[src/rtl/dcu_trace_pkg.sv]
// Shared kind encodings, record layout helpers and counter helpers for the
// DCU transaction tracer.
package dcu_trace_pkg;

    typedef enum logic [1:0] {
        KIND_LD  = 2'b00,
        KIND_ST  = 2'b01,
        KIND_LDD = 2'b10,
        KIND_RSV = 2'b11
    } kind_t;

    localparam int CHW  = 3;
    localparam int KW   = 2;
    localparam int FMAX = 64;
    localparam int RMAX = 3 * FMAX + CHW + KW;

    // Record is {ts, chan, kind, addr, data}; offsets counted from bit 0.
    function automatic int off_addr(input int dw);
        return dw;
    endfunction

    function automatic int off_kind(input int aw, input int dw);
        return aw + dw;
    endfunction

    function automatic int off_chan(input int aw, input int dw);
        return aw + dw + KW;
    endfunction

    function automatic int off_ts(input int aw, input int dw);
        return aw + dw + KW + CHW;
    endfunction

    function automatic logic [RMAX-1:0] rec_pack(
        input logic [FMAX-1:0] ts,
        input logic [CHW-1:0]  ch,
        input kind_t           kd,
        input logic [FMAX-1:0] addr,
        input logic [FMAX-1:0] data,
        input int              aw,
        input int              dw
    );
        logic [RMAX-1:0] r;
        r = RMAX'(data);
        r = r | (RMAX'(addr) << off_addr(dw));
        r = r | (RMAX'(kd) << off_kind(aw, dw));
        r = r | (RMAX'(ch) << off_chan(aw, dw));
        r = r | (RMAX'(ts) << off_ts(aw, dw));
        return r;
    endfunction

    function automatic logic [31:0] sat32(input logic [31:0] c, input logic [4:0] inc);
        logic [32:0] s;
        s = {1'b0, c} + {28'd0, inc};
        return s[32] ? '1 : s[31:0];
    endfunction

    function automatic logic [15:0] sat16(input logic [15:0] c, input logic [4:0] inc);
        logic [16:0] s;
        s = {1'b0, c} + {12'd0, inc};
        return s[16] ? '1 : s[15:0];
    endfunction

endpackage

[src/rtl/dcu_trace_fifo.sv]
// Synchronous trace FIFO; head word reads as zero while empty so the
// record port is clean after reset and after the last pop.
module dcu_trace_fifo #(
    parameter int DEPTH = 16,
    parameter int W     = 8
) (
    input  logic                       clk,
    input  logic                       rst,
    input  logic                       push,
    input  logic [W-1:0]               din,
    input  logic                       pop,
    output logic [W-1:0]               dout,
    output logic                       full,
    output logic                       empty,
    output logic [$clog2(DEPTH):0]     count
);

    localparam int PW = $clog2(DEPTH);
    localparam int CW = PW + 1;

    logic [W-1:0]  mem [DEPTH];
    logic [PW-1:0] wp;
    logic [PW-1:0] rp;
    logic [CW-1:0] cnt;
    logic          pop_ok;
    logic          push_ok;

    assign empty   = (cnt == '0);
    assign full    = (cnt == CW'(DEPTH));
    assign pop_ok  = pop & ~empty;
    assign push_ok = push & (~full | pop_ok);
    assign count   = cnt;
    assign dout    = empty ? '0 : mem[rp];

    always_ff @(posedge clk) begin
        if (push_ok) mem[wp] <= din;
    end

    always_ff @(posedge clk or posedge rst) begin
        if (rst) begin
            wp  <= '0;
            rp  <= '0;
            cnt <= '0;
        end else begin
            if (push_ok) wp <= wp + PW'(1);
            if (pop_ok)  rp <= rp + PW'(1);
            if (push_ok && !pop_ok)      cnt <= cnt + CW'(1);
            else if (pop_ok && !push_ok) cnt <= cnt - CW'(1);
        end
    end

endmodule

[src/rtl/dcu_trace_mon.sv]
// DCU transaction tracer: timestamps requests/returns into a trace FIFO.
// Optional DCU_TRACE_DISPLAY_EN adds simulation-only push/drop printing.
module dcu_trace_mon
    import dcu_trace_pkg::*;
#(
    parameter int NCH     = 2,
    parameter int AW      = 32,
    parameter int DW      = 32,
    parameter int DEPTH   = 16,
    parameter int MAX_OUT = 4,
    parameter int TSW     = 32
) (
    input  logic                          clk,
    input  logic                          reset,
    input  logic [NCH-1:0]                req_vld,
    input  logic [NCH-1:0]                req_st,
    input  logic [NCH*AW-1:0]             req_addr,
    input  logic [NCH*DW-1:0]             req_wdata,
    input  logic [NCH-1:0]                rsp_vld,
    input  logic [DW-1:0]                 rsp_data,
    input  logic                          trc_pop,
    output logic                          trc_vld,
    output logic [TSW+CHW+KW+AW+DW-1:0]   trc_rec,
    output logic [$clog2(DEPTH):0]        trc_count,
    output logic [31:0]                   ld_cnt,
    output logic [31:0]                   st_cnt,
    output logic [31:0]                   rsp_cnt,
    output logic [15:0]                   drop_cnt,
    output logic [2:0]                    err
);

    localparam int RW = TSW + CHW + KW + AW + DW;
    localparam int OW = 4;
    localparam int EW = 5;

    logic [TSW-1:0]          ts;
    logic [NCH-1:0][OW-1:0]  outstanding;
    logic [NCH-1:0][OW-1:0]  out_nxt;
    logic [NCH-1:0]          ld_ev;
    logic [NCH-1:0]          st_ev;
    logic [EW-1:0]           n_ld;
    logic [EW-1:0]           n_st;
    logic [EW-1:0]           n_rsp;
    logic [EW-1:0]           drop_inc;
    logic [2:0]              err_set;
    logic                    sel_vld;
    logic [CHW-1:0]          sel_ch;
    kind_t                   sel_kind;
    logic [AW-1:0]           sel_addr;
    logic [DW-1:0]           sel_data;
    logic [RW-1:0]           rec;
    logic                    fifo_full;
    logic                    fifo_empty;
    logic                    pop_ok;
    logic                    push;

    assign ld_ev = req_vld & ~req_st;
    assign st_ev = req_vld & req_st;
    assign n_ld  = EW'($countones(ld_ev));
    assign n_st  = EW'($countones(st_ev));
    assign n_rsp = EW'($countones(rsp_vld));

    // Descending scans so the lowest index wins; responses beat requests.
    always_comb begin
        sel_vld  = 1'b0;
        sel_ch   = '0;
        sel_kind = KIND_LD;
        sel_addr = '0;
        sel_data = '0;
        for (int i = NCH - 1; i >= 0; i--) begin
            if (req_vld[i]) begin
                sel_vld  = 1'b1;
                sel_ch   = CHW'(i);
                sel_kind = req_st[i] ? KIND_ST : KIND_LD;
                sel_addr = req_addr[i*AW +: AW];
                sel_data = req_st[i] ? req_wdata[i*DW +: DW] : '0;
            end
        end
        for (int i = NCH - 1; i >= 0; i--) begin
            if (rsp_vld[i]) begin
                sel_vld  = 1'b1;
                sel_ch   = CHW'(i);
                sel_kind = KIND_LDD;
                sel_addr = '0;
                sel_data = rsp_data;
            end
        end
    end

    assign pop_ok   = trc_pop & ~fifo_empty;
    assign push     = sel_vld & (~fifo_full | pop_ok);
    assign drop_inc = n_ld + n_st + n_rsp - EW'(sel_vld)
                    + EW'(sel_vld & fifo_full & ~pop_ok);
    assign rec      = RW'(rec_pack(FMAX'(ts), sel_ch, sel_kind,
                                   FMAX'(sel_addr), FMAX'(sel_data), AW, DW));
    assign trc_vld  = ~fifo_empty;

    always_comb begin
        out_nxt    = outstanding;
        err_set    = 3'b000;
        err_set[2] = (n_rsp > EW'(1));
        for (int i = 0; i < NCH; i++) begin
            if (ld_ev[i] && !rsp_vld[i]) begin
                if (outstanding[i] == OW'(MAX_OUT)) err_set[1] = 1'b1;
                else out_nxt[i] = outstanding[i] + OW'(1);
            end else if (rsp_vld[i] && !ld_ev[i]) begin
                if (outstanding[i] == '0) err_set[0] = 1'b1;
                else out_nxt[i] = outstanding[i] - OW'(1);
            end
        end
    end

    always_ff @(posedge clk or posedge reset) begin
        if (reset) begin
            ts          <= '0;
            outstanding <= '0;
            ld_cnt      <= '0;
            st_cnt      <= '0;
            rsp_cnt     <= '0;
            drop_cnt    <= '0;
            err         <= '0;
        end else begin
            ts          <= ts + TSW'(1);
            outstanding <= out_nxt;
            ld_cnt      <= sat32(ld_cnt, n_ld);
            st_cnt      <= sat32(st_cnt, n_st);
            rsp_cnt     <= sat32(rsp_cnt, n_rsp);
            drop_cnt    <= sat16(drop_cnt, drop_inc);
            err         <= err | err_set;
        end
    end

    dcu_trace_fifo #(
        .DEPTH (DEPTH),
        .W     (RW)
    ) u_fifo (
        .clk   (clk),
        .rst   (reset),
        .push  (push),
        .din   (rec),
        .pop   (pop_ok),
        .dout  (trc_rec),
        .full  (fifo_full),
        .empty (fifo_empty),
        .count (trc_count)
    );

`ifdef DCU_TRACE_DISPLAY_EN
    always @(posedge clk) begin
        if (!reset) begin
            if (push)
                $display("trace ts=%0d ch=%0d kind=%0d addr=%0h data=%0h",
                         ts, sel_ch, sel_kind, sel_addr, sel_data);
            if (sel_vld && !push)
                $display("trace drop ch=%0d reason=full", sel_ch);
            for (int i = 0; i < NCH; i++) begin
                if (rsp_vld[i] && !(sel_kind == KIND_LDD && sel_ch == CHW'(i)))
                    $display("trace drop ch=%0d reason=priority", i);
                if (req_vld[i] && !(sel_kind != KIND_LDD && sel_ch == CHW'(i)))
                    $display("trace drop ch=%0d reason=priority", i);
            end
        end
    end
`endif

endmodule

[config.mk]
export PLATFORM = sky130hd
export DESIGN_NAME = dcu_trace_mon
export DESIGN_NICKNAME = d
export VERILOG_FILES = /design/src/rtl/dcu_trace_pkg.sv /design/src/rtl/dcu_trace_fifo.sv /design/src/rtl/dcu_trace_mon.sv
export SDC_FILE = /design/constraint.sdc
export NUM_CORES = 2
export LEC_CHECK = 0
export CAP_MARGIN = 20
export CORE_UTILIZATION = 53
export CTS_BUF_LIST = sky130_fd_sc_hd__clkbuf_16
export DETAILED_ROUTE_END_ITERATION = 12
export PLACE_DENSITY_LB_ADDON = 0.12
export SLEW_MARGIN = 20
export SYNTH_ARGS = -nofsm -noshare
export SYNTH_HDL_FRONTEND = slang
export SYNTH_SLANG_ARGS = --single-unit
[constraint.sdc]
create_clock -name clk -period 10.35 [get_ports clk]
set_input_delay 1.035 -clock clk [delete_from_list [all_inputs] [get_ports clk]]
set_output_delay 1.035 -clock clk [all_outputs]
set_load 0.02 [all_outputs]
After elaboration in Yosys (flattened, before gate mapping)
Memory sizes are Yosys's and may differ from the RTL's.
Index checks and enable logic that the tools add are counted.
{"block": "word_totals", "input_bits": 169, "latch_bits": 0, "register_bits": 168, "memories": 1, "romBits": 0, "wordCells": 130, "mem_bits_rw": 1616}
{"memory": "u_fifo.mem", "words": 16, "word_bits": 101, "read_ports": 1, "rd_ports_with_merged_regs": 0, "wr": 1, "line": "dcu_trace_fifo.sv:21", "source": "logic [W-1:0] mem [DEPTH];"}
{"block": "classes", "n_shift": 0, "n_mux": 51, "eq_ne": 7, "add_sub_neg": 20, "reduce_logical": 20, "bitwise_logic": 19, "multipliers": 0, "order_cmp": 1, "n_div": 0}
{"operator": "32-bit 2-to-1 mux", "n": 13}
{"operator": "101-bit 2-to-1 mux", "n": 1}
{"operator": "69-bit by 101-bit bitwise OR with 101-bit output", "n": 1}
{"operator": "32-bit by 2-bit adder with 33-bit output", "n": 3}
{"operator": "66-bit by 69-bit bitwise OR with 69-bit output", "n": 1}
{"operator": "64-bit by 66-bit bitwise OR with 66-bit output", "n": 1}
{"operator": "32-bit by 64-bit bitwise OR with 64-bit output", "n": 1}
{"operator": "32-bit by 1-bit adder with 32-bit output (second input constant)", "n": 1}
{"operator": "4-bit 2-to-1 mux", "n": 8}
{"operator": "1-bit 2-to-1 mux", "n": 22}
{"operator": "16-bit by 5-bit adder with 17-bit output", "n": 1}
{"operator": "4-bit by 1-bit adder with 4-bit output (second input constant)", "n": 4}
{"operator": "16-bit 2-to-1 mux", "n": 1}
{"operator": "5-bit 2-to-1 mux", "n": 2}
{"operator": "4-bit by 3-bit == test with 1-bit output (second input constant)", "n": 2}
{"operator": "4-bit zero test", "n": 2}
{"operator": "2-bit inequality test (second input constant)", "n": 4}
{"operator": "4-bit by 1-bit subtractor with 4-bit output (second input constant)", "n": 2}
{"operator": "1-bit by 1-bit adder with 2-bit output", "n": 3}
{"operator": "1-bit logical AND", "n": 6}
{"operator": "1-bit zero test", "n": 6}
{"operator": "3-bit 2-to-1 mux", "n": 2}
{"operator": "3-bit AND reduction", "n": 2}
{"operator": "2-bit nonzero test", "n": 3}
{"operator": "18 further kinds", "n": 26}

Longest topological paths before layout
{"block": "depth", "ltp_word": 10, "depth_mapped": 21}

Modules after synthesis
Synthesis repeated with hierarchy kept, for this count alone.
{"block": "hier_totals", "cells_unflattened": 4016, "hier_area_um2": 71210.8}
{"mod": "dcu_trace_fifo", "seq_area_each_um2": 48851.9, "instances": 1, "cells_per_inst": 3000, "area_each_um2": 62084.5}
{"mod": "dcu_trace_mon", "seq_area_each_um2": 3878.7, "instances": 1, "cells_per_inst": 1016, "area_each_um2": 9126.3}

Worst setup path after synthesis
No wires, ideal clock.
{"block": "synth_path", "path_type": "input to register", "startpoint": "input req_vld[0]", "endpoint": "memory u_fifo.mem[7][0] (netlist name) (enable)", "required_ns": 9.651, "setup_time_ns": 0.699, "setup_slack_ns": 0.470, "cell_stages": 6, "path_buffers": 2, "t_arrival_ns": 9.182, "cell_sequence": "clkbuf_1 > or3_1 > and2_1 > clkbuf_1 > nand2_1 > nor3b_1"}
{"block": "synth_via", "elab_chain_cells": 7}
{"element": "start: declaration", "line": "dcu_trace_mon.sv:15", "source": "input logic [NCH-1:0] req_vld,"}
{"element": "1-bit 2-to-1 mux", "line": "dcu_trace_mon.sv:71", "source": "if (req_vld[i]) begin"}
{"element": "1-bit 2-to-1 mux (2 in a row)", "line": "dcu_trace_mon.sv:80", "source": "if (rsp_vld[i]) begin"}
{"element": "1-bit AND", "line": "dcu_trace_mon.sv:91", "source": "assign push = sel_vld & (~fifo_full | pop_ok);"}
{"element": "1-bit AND", "line": "dcu_trace_fifo.sv:31", "source": "assign push_ok = push & (~full | pop_ok);"}
{"element": "named net u_fifo.push_ok", "line": "dcu_trace_fifo.sv:26", "source": "logic push_ok;"}
{"element": "1-bit 2-to-1 mux", "line": "dcu_trace_fifo.sv:36", "source": "if (push_ok) mem[wp] <= din;"}
{"element": "1-bit 2-to-1 mux (implied by the code)", "line": "dcu_trace_fifo.sv:36"}
{"element": "end: declaration", "line": "dcu_trace_fifo.sv:21"}
The timed path passes the listed nets, and every way through them passes these cells.

Worst setup path after layout
{"block": "layout_path", "startpoint": "register u_fifo.rp[0]", "endpoint": "output trc_rec[87]"}
{"block": "layout_via", "elab_chain_cells": 2}
{"element": "start: declaration", "line": "dcu_trace_fifo.sv:23", "source": "logic [PW-1:0] rp;"}
{"element": "start signal: assignment", "line": "dcu_trace_fifo.sv:46", "source": "if (pop_ok) rp <= rp + PW'(1);"}
{"element": "memory 16 x 101 bit"}
{"element": "101-bit 2-to-1 mux", "line": "dcu_trace_fifo.sv:33", "source": "assign dout = empty ? '0 : mem[rp];"}
{"element": "end: declaration", "line": "dcu_trace_mon.sv:23", "source": "output logic [TSW+CHW+KW+AW+DW-1:0] trc_rec,"}
No other way between the ends.

==> metrics.csv <==
stage,metric,value,unit
run_status,status,finished clean,
hold_path,whs_path_depth,1,
clock_network,cts_root_buf,clkbuf_16,
clock_network,postCtsSetupBuffers,0,
critical_path,path_cells,buf_4 > buf_12 > mux4_2 > mux2i_1 > o22ai_1 > clkdlybuf4s50_1,
route,top_layer,met4,
critical_path,cp.required,9.32,ns
logic_synthesis,avgSynthCellArea,19.9,µm²
global_routing,grtUsageTotal,0.247,
sta,worst_pin_slew,1.14,ns
critical_path,r2r_end,drop_cnt[3]$_DFF_PP0_,
placed_design,dp_hpwl,86000,µm
sta,max_freq,167,MHz
cells_and_area,area_delta_synth_final,16.7,%
hold_path,worst_hold_startpoint,outstanding[3]$_DFFE_PP0P_,
route,antenna_left,0,
critical_path,crit_fanout,109,
critical_path,end_kind,output port,
global_routing,grt_overflow,0,
clock_network,cts-resized-gates,0,
route,routed-wl-met2,77400,µm
logic_synthesis,synth_top_area_share,0.683,
cells_and_area,layout-drive-gt1-share,0.189,
route,drt_wl_total,162000,µm
logic_synthesis,syn_area,69700,µm²
route,first_pass_iters,5,
logic_synthesis,yosys.area.top_type,edfxtp_1,
route,num_vias,35445,
route,drt_iter0_drc,3339,
logic_synthesis,synth_flop_cell,edfxtp_1,
global_routing,grt_pass1_vias,36420,
power_and_ir_drop,power_leakage,27.6,nW
critical_path,r2r_cells,13,
cells_and_area,layout.nets,4178,
critical_path,path_delay_family,buffers and inverters,
sta,skew,0.0204,ns
global_routing,grt_first_pass_wirelength,237000,µm
die,start_util,0.536,
critical_path,r2r_setup_slack,5.80,ns
logic_synthesis,synthTopCellsByArea,"edfxtp_1 (68%), mux4_2 (13%), dfrtp_1 (6.0%)",
sta,relSlewSlack,0.234,
logic_synthesis,async_flop_share,0.0959,
logic_synthesis,synth_cell_types,56,
critical_path,path_buf_inv,3,
critical_path,critical-path-max-stage-delay,1.06,ns
die,num_rows,132,
clock_network,cts_made_buffers,176,
critical_path,worstSetupPathType,reg2out,
logic_synthesis,synthCells,3507,
route,drc,0,
placed_design,numPortBuffers,388,
logic_synthesis,yosysWarningCount,0,
global_routing,grt_start_max_net_pins,142,
power_and_ir_drop,powerDensity,288,nW/µm²
clock_network,cts_max_level,4,
die,fp.coreArea,130000,µm²
cells_and_area,num_antenna_cells,0,
die,die_y,365,µm
sta,fin_crit,5.98,ns
global_routing,antenna_found_initial,4,
route,wl_per_cell,27.7,µm
die,dieWidth,365,µm
die,ioPinCount,391,
critical_path,timing.rr.start,u_fifo.count[2]$_DFFE_PP0P_,
sta,hold_viol,0,
sta,rsz0062_at_grt,no,
die,die_area,133000,µm²
route,vias_per_cell,6.06,
clock_network,cts_sinks,1752,
sta,drv_slew,0,
run,maxCapViolCount,0,
route,drt-met1-wl,69500,µm
critical_path,worst_setup_path_start_kind,flop,
clock_network,clk_latency,0.80,ns
power_and_ir_drop,ir_worst_vdd,0.253,mV
clock_network,cts_tree,built,
hold_path,hp-class,reg2reg,
logic_synthesis,ys_seq_area_frac,0.743,
sta,setup_viol,0,
sta,hold-worst-slack,0.479,ns
clock_network,postCtsHoldBufs,0,
placed_design,place_congestion,0.786,
critical_path,arrival,4.94,ns
sta,fin_crit_sh,0.577,
sta,setup_tns,0,ns
route,wl_met3,12000,µm
hold_path,whs_endpoint,outstanding[3]$_DFFE_PP0P_,
clock_network,cts.clk_slew.worst_paths,0.06,ns
critical_path,cpMaxStageDelayCell,dfrtp_4,
logic_synthesis,synth_seq_cells,1752,
clock_network,cts_buffer_depth,3,
logic_synthesis,synth_edf_count,1584,
## layout by cell type (no fill, tap or decap), types with 8 or more instances in the layout
| cell | synthesis | layout |
|---|---|---|
| fa_1 | 10 | 10 |
| nor2_1 | 136 | 130 |
| nand3_1 | 54 | 54 |
| xnor2_1 | 70 | 70 |
| nand4_1 | 33 | 33 |
| clkinv_2 | 0 | 33 |
| or3_1 | 11 | 11 |
| inv_1 | 46 | 92 |
| nor2b_1 | 11 | 9 |
| ha_1 | 39 | 39 |
| clkdlybuf4s50_1 | 0 | 387 |
| o21ai_0 | 21 | 21 |
| a41oi_1 | 9 | 9 |
| a22oi_1 | 32 | 32 |
| buf_4 | 2 | 58 |
| nor3_1 | 26 | 26 |
| mux2_2 | 15 | 15 |
| mux4_2 | 396 | 396 |
| edfxtp_1 | 1584 | 1584 |
| mux2i_1 | 204 | 204 |
| o22ai_1 | 99 | 99 |
| a21oi_1 | 25 | 25 |
| nor4_1 | 11 | 11 |
| bufinv_16 | 0 | 16 |
| inv_6 | 0 | 9 |
| clkbuf_16 | 0 | 178 |
| and3_1 | 24 | 20 |
| a221oi_1 | 34 | 33 |
| and2_4 | 0 | 8 |
| nand2_1 | 129 | 128 |
| dfrtp_1 | 168 | 165 |
| xor2_1 | 39 | 39 |
| and4_1 | 13 | 13 |
| a31oi_1 | 10 | 10 |
| clkinv_1 | 0 | 30 |
| and2_1 | 18 | 9 |
## synth_stat cells (5+ instances only)
library cell / number
a21o_1: 6
a21oi_1: 25
a221oi_1: 34
a22oi_1: 32
a31oi_1: 10
a41oi_1: 9
and2_1: 18
and3_1: 24
and3_2: 5
and4_1: 13
buf_1: 18
buf_2: 52
clkbuf_1: 106
dfrtp_1: 168
edfxtp_1: 1584
fa_1: 10
ha_1: 39
inv_1: 46
mux2_2: 15
mux2i_1: 204
mux4_2: 396
nand2_1: 129
nand2b_1: 8
nand3_1: 54
nand4_1: 33
nor2_1: 136
nor2b_1: 11
nor3_1: 26
nor3b_1: 6
nor4_1: 11
o21ai_0: 21
o22ai_1: 99
or2_2: 5
or3_1: 11
xnor2_1: 70
xor2_1: 39
## per-stage QoR
step	power, mW	worst slack [ns]	std cells	instance area, µm²	util
2_1_floorplan	14.6	0.470	3508	69700	-
3_3_place_gp	17.5	4.20	5521	75700	0.582
3_5_place_dp	17.5	4.15	5522	75700	0.582
4_1_cts	23.7	4.19	5847	81300	0.625
5_1_grt	24.4	3.92	5849	81300	0.625
6_report	23.5	4.37	5849	81300	0.625
## sequential cells by signal (all words and copies together) (netlist names)
signal and flops:
ts 32, rsp_cnt 32, outstanding 8, ld_cnt 32, err 3, u_fifo.rp 4, u_fifo.wp 4, u_fifo.count 5
drop_cnt 16, u_fifo.mem 1584, st_cnt 32
## layout make-up
type	count	area (µm²)
clock buffers	178	4450
flip-flops and latches	1752	51800
fillers	9099	48700
inverters	46	180
repair buffers	453	4450
multi-input cells	1531	17100
clock inverters	147	1140
well taps	1742	2180
## logic make-up (layout without fill, tap and decap cells)
group           Yosys count  count (layout)  share of synthesized area
mux                     615             615                      0.160
buf+inv                 225             824                     0.0133
xor+xnor                109             109                     0.0137
simple gates            504             504                     0.0359
fa+ha+maj                49              49                    0.00988
other cells               1               2                  0.0000538
compound gates          252             252                     0.0244
flops                  1752            1752                      0.743
## where the power goes
| group | internal [mW] | switching, mW |
|---|---|---|
| sequential | 9.04 | 0.463 |
| combinational | 3.40 | 4.39 |
| clock | 3.52 | 2.64 |
| total | 16.0 | 7.49 |
## worst reg2reg max path, delay by kind of cell (launching register included)
kind / cells / cell delay, ns
AOI/OAI and AO/OA: 3 / 0.84
xor gates and xnor gates: 1 / 0.18
adders and majority gates: 4 / 1.35
DFF: 1 / 0.42
and+or+nand+nor: 5 / 1.63
## layer usage
metal,vias to the layer above,track usage
li1,15264,-
met3,194,0.0528
met4,0,0.0624
met5,-,0
met2,1184,0.388
met1,18803,0.356
## worst max path at each step
stage,startpoint,endpoint,slack (ns),cells past startpoint
after floorplan,req_vld[0],u_fifo.mem[7][0]$_DFFE_PP_,0.47,6
after global placement,req_vld[0],drop_cnt[2]$_DFF_PP0_,4.20,18
after detailed placement,req_vld[0],drop_cnt[2]$_DFF_PP0_,4.15,18
after CTS,u_fifo.rp[0]$_DFFE_PP0P_,trc_rec[26],4.19,6
after global routing,u_fifo.rp[0]$_DFFE_PP0P_,trc_rec[87],3.92,6
final,u_fifo.rp[0]$_DFFE_PP0P_,trc_rec[87],4.37,6
Note: power is estimated with default switching activity, not from simulation.
